[src/rtl/vga_sync_gen_pkg.sv]
// Shared raster timing constants and phase encoding for the VGA sync generator.
// Latency: n/a (constants only).
// Backpressure: n/a.
package vga_sync_gen_pkg;

    // Counter width; the totals of both axes must fit in it.
    localparam int CNT_W     = 10;
    localparam int CNT_LIMIT = 1 << CNT_W;

    // 640x480@60 defaults.
    localparam int DEF_H_ACTIVE = 640;
    localparam int DEF_H_FP     = 16;
    localparam int DEF_H_SYNC   = 96;
    localparam int DEF_H_BP     = 48;
    localparam int DEF_V_ACTIVE = 480;
    localparam int DEF_V_FP     = 10;
    localparam int DEF_V_SYNC   = 2;
    localparam int DEF_V_BP     = 33;
    localparam bit DEF_H_POL    = 1'b0;
    localparam bit DEF_V_POL    = 1'b0;

    // Phase of one raster axis.
    typedef enum logic [1:0] {
        PH_ACTIVE = 2'd0,
        PH_FRONT  = 2'd1,
        PH_SYNC   = 2'd2,
        PH_BACK   = 2'd3
    } phase_e;

    function automatic int axis_total(input int active, input int fp, input int sync, input int bp);
        return active + fp + sync + bp;
    endfunction

endpackage

[src/rtl/vga_axis_timer.sv]
// One raster axis: a wrapping position counter plus its ACTIVE/FRONT/SYNC/BACK phase.
// Latency: count and phase update together on a stepped edge; wrap is combinational from step.
// Backpressure: none; all state holds while step is low.
module vga_axis_timer
    import vga_sync_gen_pkg::*;
#(
    parameter int ACTIVE = DEF_H_ACTIVE,
    parameter int FP     = DEF_H_FP,
    parameter int SYNC   = DEF_H_SYNC,
    parameter int BP     = DEF_H_BP
) (
    input  logic             clk,
    input  logic             reset,
    input  logic             step,
    output logic [CNT_W-1:0] count,
    output phase_e           phase,
    output logic             wrap
);

    localparam int TOTAL = axis_total(ACTIVE, FP, SYNC, BP);
    localparam logic [CNT_W-1:0] LAST     = CNT_W'(TOTAL - 1);
    localparam logic [CNT_W-1:0] FRONT_AT = CNT_W'(ACTIVE);
    localparam logic [CNT_W-1:0] SYNC_AT  = CNT_W'(ACTIVE + FP);
    localparam logic [CNT_W-1:0] BACK_AT  = CNT_W'(ACTIVE + FP + SYNC);

    if (TOTAL > CNT_LIMIT) begin : g_total_too_big
        $error("vga_axis_timer: axis total %0d does not fit the position counter", TOTAL);
    end

    logic [CNT_W-1:0] count_q, count_d;
    phase_e           phase_q, phase_d;

    // Next count and phase; the phase moves on the same edge the count reaches a boundary.
    always_comb begin
        count_d = count_q;
        phase_d = phase_q;
        wrap    = 1'b0;
        if (step) begin
            if (count_q == LAST) begin
                count_d = '0;
                wrap    = 1'b1;
            end else begin
                count_d = count_q + CNT_W'(1);
            end
            case (phase_q)
                PH_ACTIVE: if (count_d == FRONT_AT) phase_d = PH_FRONT;
                PH_FRONT:  if (count_d == SYNC_AT)  phase_d = PH_SYNC;
                PH_SYNC:   if (count_d == BACK_AT)  phase_d = PH_BACK;
                PH_BACK:   if (wrap)                phase_d = PH_ACTIVE;
                default:                            phase_d = PH_ACTIVE;
            endcase
        end
    end

    // Position and phase registers.
    always_ff @(posedge clk or posedge reset) begin
        if (reset) begin
            count_q <= '0;
            phase_q <= PH_ACTIVE;
        end else begin
            count_q <= count_d;
            phase_q <= phase_d;
        end
    end

    assign count = count_q;
    assign phase = phase_q;

endmodule

[src/rtl/vga_sync_gen.sv]
// Raster timing generator: pixel coordinates, display-enable, delayed sync/blank and line/frame strobes.
// Latency: counters/in_display/ticks are current; hsync/vsync/blank_n lag by PIPE_DELAY enabled pixels.
// Backpressure: pix_en low freezes counters, phases and the delay pipeline; ticks are forced low.
module vga_sync_gen
    import vga_sync_gen_pkg::*;
#(
    parameter int H_ACTIVE   = DEF_H_ACTIVE,
    parameter int H_FP       = DEF_H_FP,
    parameter int H_SYNC     = DEF_H_SYNC,
    parameter int H_BP       = DEF_H_BP,
    parameter int V_ACTIVE   = DEF_V_ACTIVE,
    parameter int V_FP       = DEF_V_FP,
    parameter int V_SYNC     = DEF_V_SYNC,
    parameter int V_BP       = DEF_V_BP,
    parameter bit H_POL      = DEF_H_POL,
    parameter bit V_POL      = DEF_V_POL,
    parameter int PIPE_DELAY = 1
) (
    input  logic             clk,
    input  logic             reset,
    input  logic             pix_en,
    output logic [CNT_W-1:0] CounterX,
    output logic [CNT_W-1:0] CounterY,
    output logic             in_display,
    output logic             hsync,
    output logic             vsync,
    output logic             blank_n,
    output logic             line_tick,
    output logic             frame_tick
);

    if (PIPE_DELAY < 1 || PIPE_DELAY > 4) begin : g_bad_pipe_delay
        $error("vga_sync_gen: PIPE_DELAY %0d outside 1..4", PIPE_DELAY);
    end

    phase_e h_phase, v_phase;
    logic   h_wrap, v_wrap_unused;
    logic   hs_raw, vs_raw;

    vga_axis_timer #(
        .ACTIVE (H_ACTIVE),
        .FP     (H_FP),
        .SYNC   (H_SYNC),
        .BP     (H_BP)
    ) u_h_timer (
        .clk   (clk),
        .reset (reset),
        .step  (pix_en),
        .count (CounterX),
        .phase (h_phase),
        .wrap  (h_wrap)
    );

    // The vertical axis only advances when the horizontal axis wraps.
    vga_axis_timer #(
        .ACTIVE (V_ACTIVE),
        .FP     (V_FP),
        .SYNC   (V_SYNC),
        .BP     (V_BP)
    ) u_v_timer (
        .clk   (clk),
        .reset (reset),
        .step  (pix_en & h_wrap),
        .count (CounterY),
        .phase (v_phase),
        .wrap  (v_wrap_unused)
    );

    // Display window, raw syncs and strobes, all aligned with the current counters.
    always_comb begin
        in_display = ~reset && (h_phase == PH_ACTIVE) && (v_phase == PH_ACTIVE);
        hs_raw     = (h_phase == PH_SYNC) ? H_POL : ~H_POL;
        vs_raw     = (v_phase == PH_SYNC) ? V_POL : ~V_POL;
        line_tick  = pix_en && ~reset && (CounterX == '0);
        frame_tick = line_tick && (CounterY == CNT_W'(V_ACTIVE));
    end

    logic [PIPE_DELAY-1:0] hs_pipe_q, hs_pipe_d;
    logic [PIPE_DELAY-1:0] vs_pipe_q, vs_pipe_d;
    logic [PIPE_DELAY-1:0] bl_pipe_q, bl_pipe_d;

    // Shift sync/blank one stage per enabled pixel so they match the colour path latency.
    always_comb begin
        hs_pipe_d = hs_pipe_q;
        vs_pipe_d = vs_pipe_q;
        bl_pipe_d = bl_pipe_q;
        if (pix_en) begin
            hs_pipe_d[0] = hs_raw;
            vs_pipe_d[0] = vs_raw;
            bl_pipe_d[0] = in_display;
            for (int i = 1; i < PIPE_DELAY; i++) begin
                hs_pipe_d[i] = hs_pipe_q[i-1];
                vs_pipe_d[i] = vs_pipe_q[i-1];
                bl_pipe_d[i] = bl_pipe_q[i-1];
            end
        end
    end

    // Delay stages reset to the inactive level so no partial pulse survives a reset.
    always_ff @(posedge clk or posedge reset) begin
        if (reset) begin
            hs_pipe_q <= {PIPE_DELAY{~H_POL}};
            vs_pipe_q <= {PIPE_DELAY{~V_POL}};
            bl_pipe_q <= '0;
        end else begin
            hs_pipe_q <= hs_pipe_d;
            vs_pipe_q <= vs_pipe_d;
            bl_pipe_q <= bl_pipe_d;
        end
    end

    assign hsync   = hs_pipe_q[PIPE_DELAY-1];
    assign vsync   = vs_pipe_q[PIPE_DELAY-1];
    assign blank_n = bl_pipe_q[PIPE_DELAY-1];

endmodule

[config.mk]
export PLATFORM = sky130hd
export DESIGN_NAME = vga_sync_gen
export DESIGN_NICKNAME = d
export VERILOG_FILES = /design/src/rtl/vga_sync_gen_pkg.sv /design/src/rtl/vga_axis_timer.sv /design/src/rtl/vga_sync_gen.sv
export SDC_FILE = /design/constraint.sdc
export NUM_CORES = 1
export LEC_CHECK = 0
export ABC_AREA = 1
export BUFFER_PORTS_ARGS = -buffer_cell sky130_fd_sc_hd__buf_2
export CAP_MARGIN = 10
export CORE_MARGIN = 2
export CORE_UTILIZATION = 35
export CTS_CLUSTER_SIZE = 10
export DETAILED_ROUTE_END_ITERATION = 12
export HOLD_SLACK_MARGIN = 0.12
export SLEW_MARGIN = 10
export SYNTH_ARGS = -nofsm -noshare
export SYNTH_HDL_FRONTEND = slang
export SYNTH_SLANG_ARGS = --single-unit
[constraint.sdc]
create_clock -name clk -period 3.95 [get_ports clk]
set_clock_uncertainty 0.15 [all_clocks]
set_input_delay 0.1975 -clock clk [delete_from_list [all_inputs] [get_ports clk]]
set_output_delay 0.1975 -clock clk [all_outputs]
set_load 0.02 [all_outputs]
== Word-level counts from Yosys, hierarchy flattened ==
Cells that the tools add are included.
Word-level totals
  bits in registers: 27
  bits of input ports: 3
  output and inout bits: 26
  word-level logic and storage cells: 65
Cells by class
  add/subtract/negate cells: 2
  equality and inequality tests: 23
  mux-type cells: 21
  bitwise operators: 2
  reductions and logical operators: 10
Operators with widths (count)
  equality test 10 bit, second input constant: 5
  equality test 10 x 9 -> 1 bit, second input constant: 4
  2-to-1 mux 10 bit: 4
  adder 10 x 1 -> 10 bit, second input constant: 2
  2-to-1 mux 2 bit: 8
  != test 2 x 1 -> 1 bit, second input constant: 8
  case mux 2 bit (4 select lines): 2
  zero test 10 bit: 1
  AND reduction 5 bit: 2
  equality test 2 bit, second input constant: 4
  2-to-1 mux 1 bit: 7
  logical AND 1 bit: 5
  equality test 2 x 1 -> 1 bit, second input constant: 2
  zero test 2 bit: 2
  AND 1 bit: 1
  inverter 1 bit: 1

== Logic depth before layout (Yosys ltp) ==
Gate-level depths: netlist of the first run.
  depth in word-level cells: 9
  mapped depth: 15
  gate-level depth less buffers: 15

== Cells and area by module ==
Synthesis of the first run repeated with hierarchy kept, for this count alone.
Second synthesis, totals
  cells, all modules: 321
  area, all modules: 2189.6 sq um
Modules (own cells, without submodules)
  vga_axis_timer (u_v_timer): times used 1, cells an instance 144, area an instance 979.7 sq um, sequential area each 300.3 sq um
  vga_axis_timer (u_h_timer): times used 1, cells an instance 128, area an instance 919.6 sq um, sequential area each 300.3 sq um
  vga_sync_gen: times used 1, cells an instance 49, area an instance 290.3 sq um, sequential area each 77.6 sq um

== Worst setup path after synthesis of the first run ==
Ideal clock, no wire load.
  path kind: register to register
  from: register u_h_timer.count_q[1], in the netlist u_h_timer.count[1]
  to: register u_h_timer.phase_q[0], in the netlist u_h_timer.phase[0]
  setup time: 117 ps
  arrival: 1739 ps
  data required time: 3683 ps
  path slack: 1945 ps
  stages on the path, launching flop included: 13
  path buffers: 0
  clock period less this slack: 2005 ps
  path through: dfrtp_1 ha_1 nand2_2 nor2_4 inv_2 o21ai_2 nand2_1 nor2_1 nor2_1 nor2_1 nand3_1 nand2_1 nand2_1
Between the ends
  word-level cells in the longest chain between the ends: 6
  elaborated cells on any way between the ends: 14
  those cells by class: add/sub: 1; eq/ne: 8; mux: 4; reduce/logical: 1
RTL lines
  start, declared: line vga_axis_timer.sv:30  | logic [CNT_W-1:0] count_q, count_d;
  start signal, assigned: line vga_axis_timer.sv:61  | count_q <= count_d;
  adder 10 x 1 -> 10 bit or equality test 10 bit (tied branches): line vga_axis_timer.sv:43, vga_axis_timer.sv:39
  2-to-1 mux 10 bit: line vga_axis_timer.sv:39  | if (count_q == LAST) begin
  2-to-1 mux 10 bit: line vga_axis_timer.sv:38  | if (step) begin
  equality test 10 bit (on tied branches): line vga_axis_timer.sv:47, vga_axis_timer.sv:46, vga_axis_timer.sv:48
  != test 2 x 1 -> 1 bit (no source line)
  AND reduction 5 bit (no source line) (*)
  end signal, assigned: line vga_axis_timer.sv:62  | phase_q <= phase_d;
  end, declared: line vga_axis_timer.sv:31  | phase_e phase_q, phase_d;
Every way passes the cells marked *; elsewhere a longest branch is shown, timed or not. The select of a mux whose other input is x is not followed.
A chain may end at the register's enable or synchronous reset.

== Final worst setup path of the first run ==
  from: input pix_en
  to: output frame_tick
Between the ends
  word-level cells in the longest chain between the ends: 3
RTL lines
  start, declared: line vga_sync_gen.sv:21  | input logic pix_en,
  logical AND 1 bit (2 in series): line vga_sync_gen.sv:74  | line_tick = pix_en && ~reset && (CounterX == '0);
  logical AND 1 bit: line vga_sync_gen.sv:75  | frame_tick = line_tick && (CounterY == CNT_W'(V_ACTIVE));
  end, declared: line vga_sync_gen.sv:29  | output logic frame_tick
No other way between the ends.

==> flow_metrics.tcl, run 1 <==
set metrics [dict create \
    cts_tree "built" \
    final_cell_area_um2 2250 \
    vias 1802 \
    final_cell_mix "nand2_1 (86), inv_1 (40), nor2_1 (32)" \
    grt.total_usage 0.148 \
    reg2reg_slack_ns 1.79 \
    hold_viol 0 \
    final_common_cell "nand2_1" \
    syn_area_per_cell_um2 6.80 \
    final_util 0.412 \
    viasPerCell 4.60 \
    rows 27 \
    clock_latency_ns 0.27 \
    num-nets-final 337 \
    power_density_nw_per_um2 365 \
    drtIter0Drc 80 \
    synth_area_leaders "dfrtp_1 (32%), nand2_1 (16%), ha_1 (8.2%)" \
    drc 0 \
    setup_ws_ns 1.61 \
    grt_pass1_vias 1607 \
    ys_seq_area_frac 0.343 \
    r2r-start "u_h_timer.count[1]$_DFFE_PP0P_" \
    min_period_ns 2.34 \
    die_w_um 79.2 \
    cts.sinks 27 \
    max_slew_margin 0.591 \
    critPathCapture "frame_tick" \
    first_pass_iters 4 \
    synth_edf_count 0 \
    wl_met2_um 1930 \
    syn_to_final_growth_pct 13.9 \
    p_total_mw 0.823 \
    wl_met3_um 108 \
    irDropWorstVdd_v 0.000157 \
    ff2ff_path_depth 12 \
    crit_start "pix_en" \
    yosys_warnings 0 \
    htree_num_levels 1 \
    required_ns 3.60 \
    core-area_um2 5470 \
    die_height_um 79.2 \
    fin_crit_sh 0.592 \
    post_drt_wl_per_cell_um 11.2 \
    synth_ff_type "dfrtp_1" \
    cp-end-kind "output port" \
    wl_um 4390 \
    fin_setup_tns_ns 0 \
    worstReg2RegEnd "u_v_timer.phase[1]$_DFFE_PP0P_" \
    cts_root_buf "clkbuf_8" \
    worstSetupStartpointType "primary input" \
    wl_met1_um 2310 \
    hpwl_um 3360 \
    hold_start "hsync$_DFFE_PP1P_" \
    start_util 0.361 \
    synthArstFlopShare 1.00 \
    grt_max_degree 28 \
    stdcell_count 392 \
    outcome "complete, no violations" \
    place_congestion 0.826 \
    synth_top_cell_by_area "dfrtp_1" \
    diodes 0 \
    syn-instance-count 291 \
    overflow 0 \
    clk_pin_slew_worst_paths_ns 0.09 \
    cap_violations 0 \
    fmax_mhz 427 \
    ys_ff_latch 27 \
    grt_first_pass_wirelength_um 7460 \
    hold_ws_ns 0.350 \
    dpl_cell_area_um2 2190 \
    crit_type "in -> out" \
    max_slew.worst_pin.slew_ns 0.612 \
    dp.cells 386 \
    top_layer_used "met4" \
    dp_slack_ns 1.80 \
    die_area_um2 6270 \
    synth_top_area_frac 0.316 \
    cts.path.max_buffers 2 \
    cts_setup_buffers 0 \
    hold_class "reg -> reg" \
    synth_area_um2 1980 \
    drive_gt1_frac 0.163 \
    io_buffers 28 \
    p_leak_nw 1.15 \
    ant_nets 0 \
    numCtsBuffers 3 \
    synth_nets 307 \
    slew_viol_final 0 \
    fillers 582 \
    finalSetupViolCount 0 \
    synth_cell_type_count 29 \
    rsz0062_at_grt "false" \
    io_pins 29 \
    antenna_found_initial 0 \
    critPathMaxFanout 22 \
    arrival_ns 1.99 \
]
## cells by family (layout without fill, tap and decap cells)
kind of cell	count (synthesis)	in the layout	share of synthesized area
XOR/XNOR	1	1	0.00443
AO/OA/AOI/OAI	36	36	0.101
buffers and inverters	48	77	0.0942
adder cells (fa/ha/maj)	13	13	0.0822
AND/OR/NAND/NOR	166	166	0.375
flip-flops	27	27	0.343
## layer usage
metal | GRT usage | vias up
met1 | 0.212 | 801
li1 | - | 972
met4 | 0.0483 | 0
met5 | 0 | -
met2 | 0.233 | 27
met3 | 0.0170 | 2
## registers in the layout (all words and copies together), names as in the netlist
signal	flops
u_v_timer.count	10
blank_n	1
u_h_timer.phase	2
u_v_timer.phase	2
u_h_timer.count	10
vsync	1
hsync	1
## worst min-delay path by stage
stage / slack [ns] / cells past startpoint / endpoint
floorplan: 0.11 / 1 / blank_n$_DFFE_PP0P_
global placement: 0.20 / 3 / u_v_timer.phase[0]$_DFFE_PP0P_
global route: 0.38 / 2 / vsync$_DFFE_PP1P_
detailed placement: 0.19 / 3 / u_h_timer.count[0]$_DFFE_PP0P_
CTS: 0.35 / 2 / blank_n$_DFFE_PP0P_
finish: 0.35 / 2 / hsync$_DFFE_PP1P_
## cell type report
| cell class | instances | area, um^2 | area share |
|---|---|---|---|
| multi-input combinational | 216 | 1110 | 0.494 |
| sequential | 27 | 678 | 0.301 |
| timing repair buffer | 31 | 168 | 0.0744 |
| inverter | 42 | 158 | 0.0700 |
| tap | 72 | 90.1 | 0.0400 |
| clock buffer | 4 | 45.0 | 0.0200 |
## critical path: stages
cell and delay [ns]:
dlygate4sd3_1 0.51, buf_2 0.20, inv_1 0.31, nor4_1 0.31, nand3_1 0.15, nor2_1 0.12
buf_2 0.17
## report_power, final
group,switching (mW),internal (mW),leakage (nW)
registers,0.0553,0.316,0.347
clock network,0.0860,0.0723,0.0228
logic,0.189,0.104,0.779
## synth_stat cells, types with 3 or more instances
cell type	n
nand3_1	26
nor2_1	32
nand2_1	86
nor2_2	4
inv_1	40
clkbuf_1	3
nand4_1	4
o21bai_1	5
a21oi_1	3
o21ai_0	24
dfrtp_1	25
nand2_2	3
nor3_1	3
ha_1	13
## repair_timing
action	in CTS	in global routing
hold buffers	2	0
endpoints found under the hold margin	29	0
resized for setup	0	0
Note: power is estimated with default switching activity, not from simulation.
==> inputs of run 2 (changes only) <==
- clock period: 3.95 -> 1.9 ns (I/O delays scaled with it)
==> run 2 against run 1 <==
  * The run now ends with negative setup slack left
  * Sequential cell count stayed put
  * Power increased to 2.6 times the previous value
  * Die area unchanged
  * Register-to-register slack worse by 1.8 ns
  * First-iteration DRC count shrank 36%
  * Critical endpoint is now u_h_timer.phase[1]$_DFFE_PP0P_
  * Combinational power increased to 3.4 times the previous value
  * Largest power group is now combinational logic
==> flow_metrics.tcl, run 2 (synthesized netlist as in run 1, its figures left out) <==
set metrics [dict create \
    fmax_mhz 526 \
    outcome "finished, violations left" \
    cts.sinks 27 \
    drc 0 \
    violations "negative setup slack" \
    vias 2008 \
    worstReg2RegEnd "u_h_timer.phase[1]$_DFFE_PP0P_" \
    hold_ws_ns 0.338 \
    first_pass_iters 4 \
    max_slew_margin 0.760 \
    diodes 0 \
    clk_pin_slew_worst_paths_ns 0.10 \
    drtIter0Drc 51 \
    fin_crit_sh 1.00 \
    grt_first_pass_wirelength_um 8850 \
    irDropWorstVdd_v 0.000444 \
    num-nets-final 377 \
    r2r-start "u_h_timer.count[5]$_DFFE_PP0P_" \
    power_density_nw_per_um2 744 \
    cap_violations 0 \
    required_ns 1.93 \
    ant_nets 0 \
    wl_um 5260 \
    clock_latency_ns 0.28 \
    ff2ff_path_depth 13 \
    slew_viol_final 0 \
    finalSetupViolCount 1 \
    fillers 535 \
    core-area_um2 5470 \
    start_util 0.361 \
    final_cell_mix "nand2_1 (78), buf_4 (40), inv_1 (35)" \
    setup_ws_ns -0.000457 \
    antenna_found_initial 0 \
    cts.path.max_buffers 2 \
    place_congestion 0.782 \
    die_height_um 79.2 \
    critPathCapture "u_h_timer.phase[1]$_DFFE_PP0P_" \
    die_w_um 79.2 \
    htree_num_levels 1 \
    hold_start "blank_n$_DFFE_PP0P_" \
    grt.total_usage 0.175 \
    grt_pass1_vias 1973 \
    io_buffers 28 \
    worstSetupStartpointType "flop" \
    grt_max_degree 28 \
    cp-end-kind "flop" \
    max_slew.worst_pin.slew_ns 0.360 \
    hpwl_um 3620 \
    final_common_cell "nand2_1" \
    numCtsBuffers 3 \
    die_area_um2 6270 \
    io_pins 29 \
    rsz0062_at_grt "true" \
    final_cell_area_um2 2820 \
    syn_to_final_growth_pct 42.5 \
    cts_tree "built" \
    hold_depth 2 \
    fin_setup_tns_ns -0.000457 \
    arrival_ns 1.93 \
    rows 27 \
    overflow 0 \
    hold_class "reg -> reg" \
    cts_root_buf "clkbuf_8" \
    dp_slack_ns -0.0772 \
    crit_start "u_h_timer.count[5]$_DFFE_PP0P_" \
    ff_latch_area_um2 689 \
    critPathMaxFanout 5 \
    drive_gt1_frac 0.408 \
    viasPerCell 4.65 \
    hold_viol 0 \
    multi_input_area_um2 1340 \
    min_period_ns 1.90 \
    post_drt_wl_per_cell_um 12.2 \
    dpl_cell_area_um2 2370 \
    p_leak_nw 1.38 \
    reg2reg_slack_ns -0.0005 \
    crit_type "reg -> reg" \
]
run 2: cell count changes in the layout (fill, tap and decap cells not counted), moves of 5 or more:
cell	before	now
dfrtp_1	25	16
buf_4	1	40
inv_1	40	35
nand2_2	3	8
nor2_1	32	18
nor2_2	4	15
nand3_2	1	10
nand2_1	86	78
dfrtp_2	0	9
nand3_1	26	16
run 2: layer usage:
metal	routed length, um	up-vias	track usage	share of wire
li1	-	1055	-	-
met1	2360	912	0.226	0.45
met2	2700	34	0.308	0.51
met3	141	7	0.0227	0.027
met4	55	0	0.0483	0.010
met5	0	-	0	0
run 2: stage by stage:
| step | utilization | instances | power [mW] |
|---|---|---|---|
| detailed placement | 0.433 | 410 | 1.53 |
| finish | 0.515 | 432 | 2.10 |
| global route | 0.515 | 432 | 2.26 |
| global placement | 0.433 | 410 | 1.53 |
| CTS | 0.475 | 422 | 1.98 |
| floorplan | - | 291 | 1.23 |
run 2: worst max-delay path, cell delays in order, from the launching register on:
cell and delay [ns]:
dfrtp_2 0.46, buf_4 0.16, nor2_2 0.11, nand3_2 0.11, nor2_4 0.15, nor2_2 0.06, nor2_2 0.12, nand3_1 0.08
nand2_1 0.09, nand2_2 0.08, inv_2 0.06, nand3_2 0.07, nand2_1 0.07, nand2_1 0.04
run 2: what timing repair did:
item	4_1_cts	5_1_grt
hold buffers	2	0
hold endpoints to repair	31	0
setup buffers	6	10
setup endpoints to repair	6	7
pin swaps	15	16
gates resized for setup	32	39
run 2: cell type report:
class,instances,share of cell area
Multi-Input combinational cell,216,0.477
Sequential cell,27,0.245
Timing Repair Buffer,71,0.172
Inverter,42,0.0586
Tap cell,72,0.0320
Clock buffer,3,0.0146
Clock inverter,1,0.00178
run 2: worst min-delay path by stage:
stage                                           endpoint  slack (ns)
after floorplan                      blank_n$_DFFE_PP0P_       0.004
after global placement    u_h_timer.count[6]$_DFFE_PP0P_         0.1
after detailed placement             blank_n$_DFFE_PP0P_        0.09
after CTS                            blank_n$_DFFE_PP0P_        0.34
after global routing                   hsync$_DFFE_PP1P_        0.39
final                                blank_n$_DFFE_PP0P_        0.34
run 2: power by group:
group | switching [mW] | internal (mW) | total, mW
clock network | 0.191 | 0.147 | 0.338
logic | 0.573 | 0.426 | 0.999
registers | 0.0969 | 0.664 | 0.761
total | 0.861 | 1.24 | 2.10
==> inputs of run 3 (changes only) <==
- CORE_ASPECT_RATIO: not set -> 2
- CORE_MARGIN: 2 -> not set
==> run 3 against run 2 <==
  * The flow still finishes with violations (negative setup slack)
  * Sequential power shrank 2%
  * Fmax shrank 0.93%
  * Highest routed layer unchanged
  * Combinational power shrank 5.6%
  * Sequential cell count is the same
  * Worst setup slack lost 0.018 ns
  * Largest power group unchanged
  * Global-route usage grew 3.3 points
  * Critical endpoint unchanged
==> flow_metrics.tcl, run 3 (synthesized netlist as in run 1, its figures left out) <==
set metrics [dict create \
    outcome "finished, violations left" \
    violations "negative setup slack" \
    grt.total_usage 0.208 \
    p_total_mw 2.03 \
    finalSetupViolCount 2 \
    hold_ws_ns 0.128 \
    final_common_cell "nand2_1" \
    antenna_found_initial 0 \
    stdcell_count 424 \
    viasPerCell 4.97 \
    power_density_nw_per_um2 733 \
    final_cell_mix "nand2_1 (80), buf_4 (43), inv_1 (38)" \
    ff2ff_path_depth 12 \
    die_area_um2 5970 \
    cp_cell_sequence "ha_4 -> nand2_4 -> nor2_4 -> inv_2 -> o21ai_2 -> nand2_1 -> nor2_1 -> nand3_1 -> nand2_2 -> buf_4 -> nand3_1 -> nand2_1" \
    syn_to_final_growth_pct 40.2 \
    slew_viol_final 0 \
    cts.sinks 27 \
    hold_class "in -> reg" \
    r2r-start "u_h_timer.count[0]$_DFFE_PP0P_" \
    irDropWorstVdd_v 0.000455 \
    die_w_um 55.2 \
    cpLargestDelayFamily "simple AND/OR/NAND/NOR gates" \
    cp-end-kind "flop" \
    start_util 0.365 \
    critPathMaxFanout 4 \
    met3_usage 0.0169 \
    hold_viol 0 \
    grt_first_pass_wirelength_um 8880 \
    min_to "u_h_timer.count[5]$_DFFE_PP0P_" \
    first_pass_iters 4 \
    cpPeakStageDelay_ns 0.40 \
    setup_ws_ns -0.0182 \
    fin_crit_sh 1.01 \
    cap_violations 0 \
    worst-path-buf-inv 2 \
    busiest_layer "met2" \
    reg2reg_slack_ns -0.02 \
    overflow 0 \
    fin_setup_tns_ns -0.0265 \
    drc 0 \
    place_congestion 0.833 \
    clock_latency_ns 0.28 \
    clk_pin_slew_worst_paths_ns 0.10 \
    cts.path.max_buffers 2 \
    p_leak_nw 1.38 \
    cts_root_buf "clkbuf_8" \
    post_drt_wl_per_cell_um 13.3 \
    num-nets-final 381 \
    diodes 0 \
    fmax_mhz 521 \
    worstReg2RegEnd "u_h_timer.phase[1]$_DFFE_PP0P_" \
    required_ns 1.97 \
    hold_start "pix_en" \
    grt_pass1_vias 2102 \
    rsz0062_at_grt "true" \
    cts_tree "built" \
    crit_type "reg -> reg" \
    htree_num_levels 1 \
    max_slew.worst_pin.slew_ns 0.378 \
    fillers 547 \
    wl_um 5660 \
    dp.cells 405 \
    drive_gt1_frac 0.365 \
    hold_depth 3 \
    critPathSlowestCell "dfrtp_2" \
    min_period_ns 1.92 \
    ant_nets 0 \
    max_slew_margin 0.748 \
    worstSetupStartpointType "flop" \
    core-area_um2 5420 \
    hpwl_um 4370 \
    numCtsBuffers 3 \
    arrival_ns 1.99 \
    drtIter0Drc 35 \
    grt_max_degree 28 \
    io_pins 29 \
    grtUsageMet2 0.437 \
    rows 38 \
    io_buffers 28 \
    die_height_um 108 \
    grtUsageMet1 0.171 \
    crit_start "u_h_timer.count[0]$_DFFE_PP0P_" \
    vias 2108 \
]
## run 3: per-stage QoR
stage / utilization / cell area (um^2) / setup WS (ns)
after floorplan: - / 1980 / 0.00198
after global placement: 0.445 / 2410 / -0.106
after detailed placement: 0.445 / 2410 / -0.116
after CTS: 0.488 / 2650 / -0.0245
after global routing: 0.512 / 2770 / -0.136
final: 0.512 / 2770 / -0.0182
## run 3: layer usage
metal  wire [um]  share of wire  up-vias
met4         127          0.022        0
met2        3440           0.61       25
li1            -              -     1062
met1        2010           0.35     1011
met3          82          0.014       10
met5           0              0        -
## run 3: worst max-delay path by stage
stage                                endpoint  slack [ns]  cells past startpoint
5_1_grt        u_v_timer.phase[0]$_DFFE_PP0P_       -0.14                     13
3_5_place_dp   u_v_timer.phase[1]$_DFFE_PP0P_       -0.12                     14
3_3_place_gp   u_v_timer.phase[1]$_DFFE_PP0P_       -0.11                     14
6_report       u_h_timer.phase[1]$_DFFE_PP0P_       -0.02                     12
2_1_floorplan  u_h_timer.phase[0]$_DFFE_PP0P_       0.002                     12
4_1_cts        u_h_timer.phase[1]$_DFFE_PP0P_       -0.02                     14
## run 3: area by class of cell
type | instances | area (um^2) | area share
tap | 60 | 75.1 | 0.0271
timing repair buffer | 75 | 515 | 0.186
multi-input combinational | 216 | 1290 | 0.467
inverter | 42 | 158 | 0.0568
sequential | 27 | 686 | 0.247
clock buffer | 4 | 45.0 | 0.0162
## run 3: where the power goes
group	switching, mW	total (mW)	leakage, nW	internal, mW
registers	0.0887	0.749	0.339	0.660
logic	0.548	0.943	1.02	0.395
clock network	0.192	0.343	0.0228	0.151
## run 3: tightest hold or removal path: stages
cell     delay [ns]
buf_2          0.09
inv_1          0.15
o21ai_0        0.19
## run 3: repair_timing
item	in CTS	in global routing
hold buffers	4	0
resized for setup	28	22
pin swaps	18	23
endpoints found under the hold margin	31	0
buffers inserted	6	5
endpoints found under the setup margin	5	8
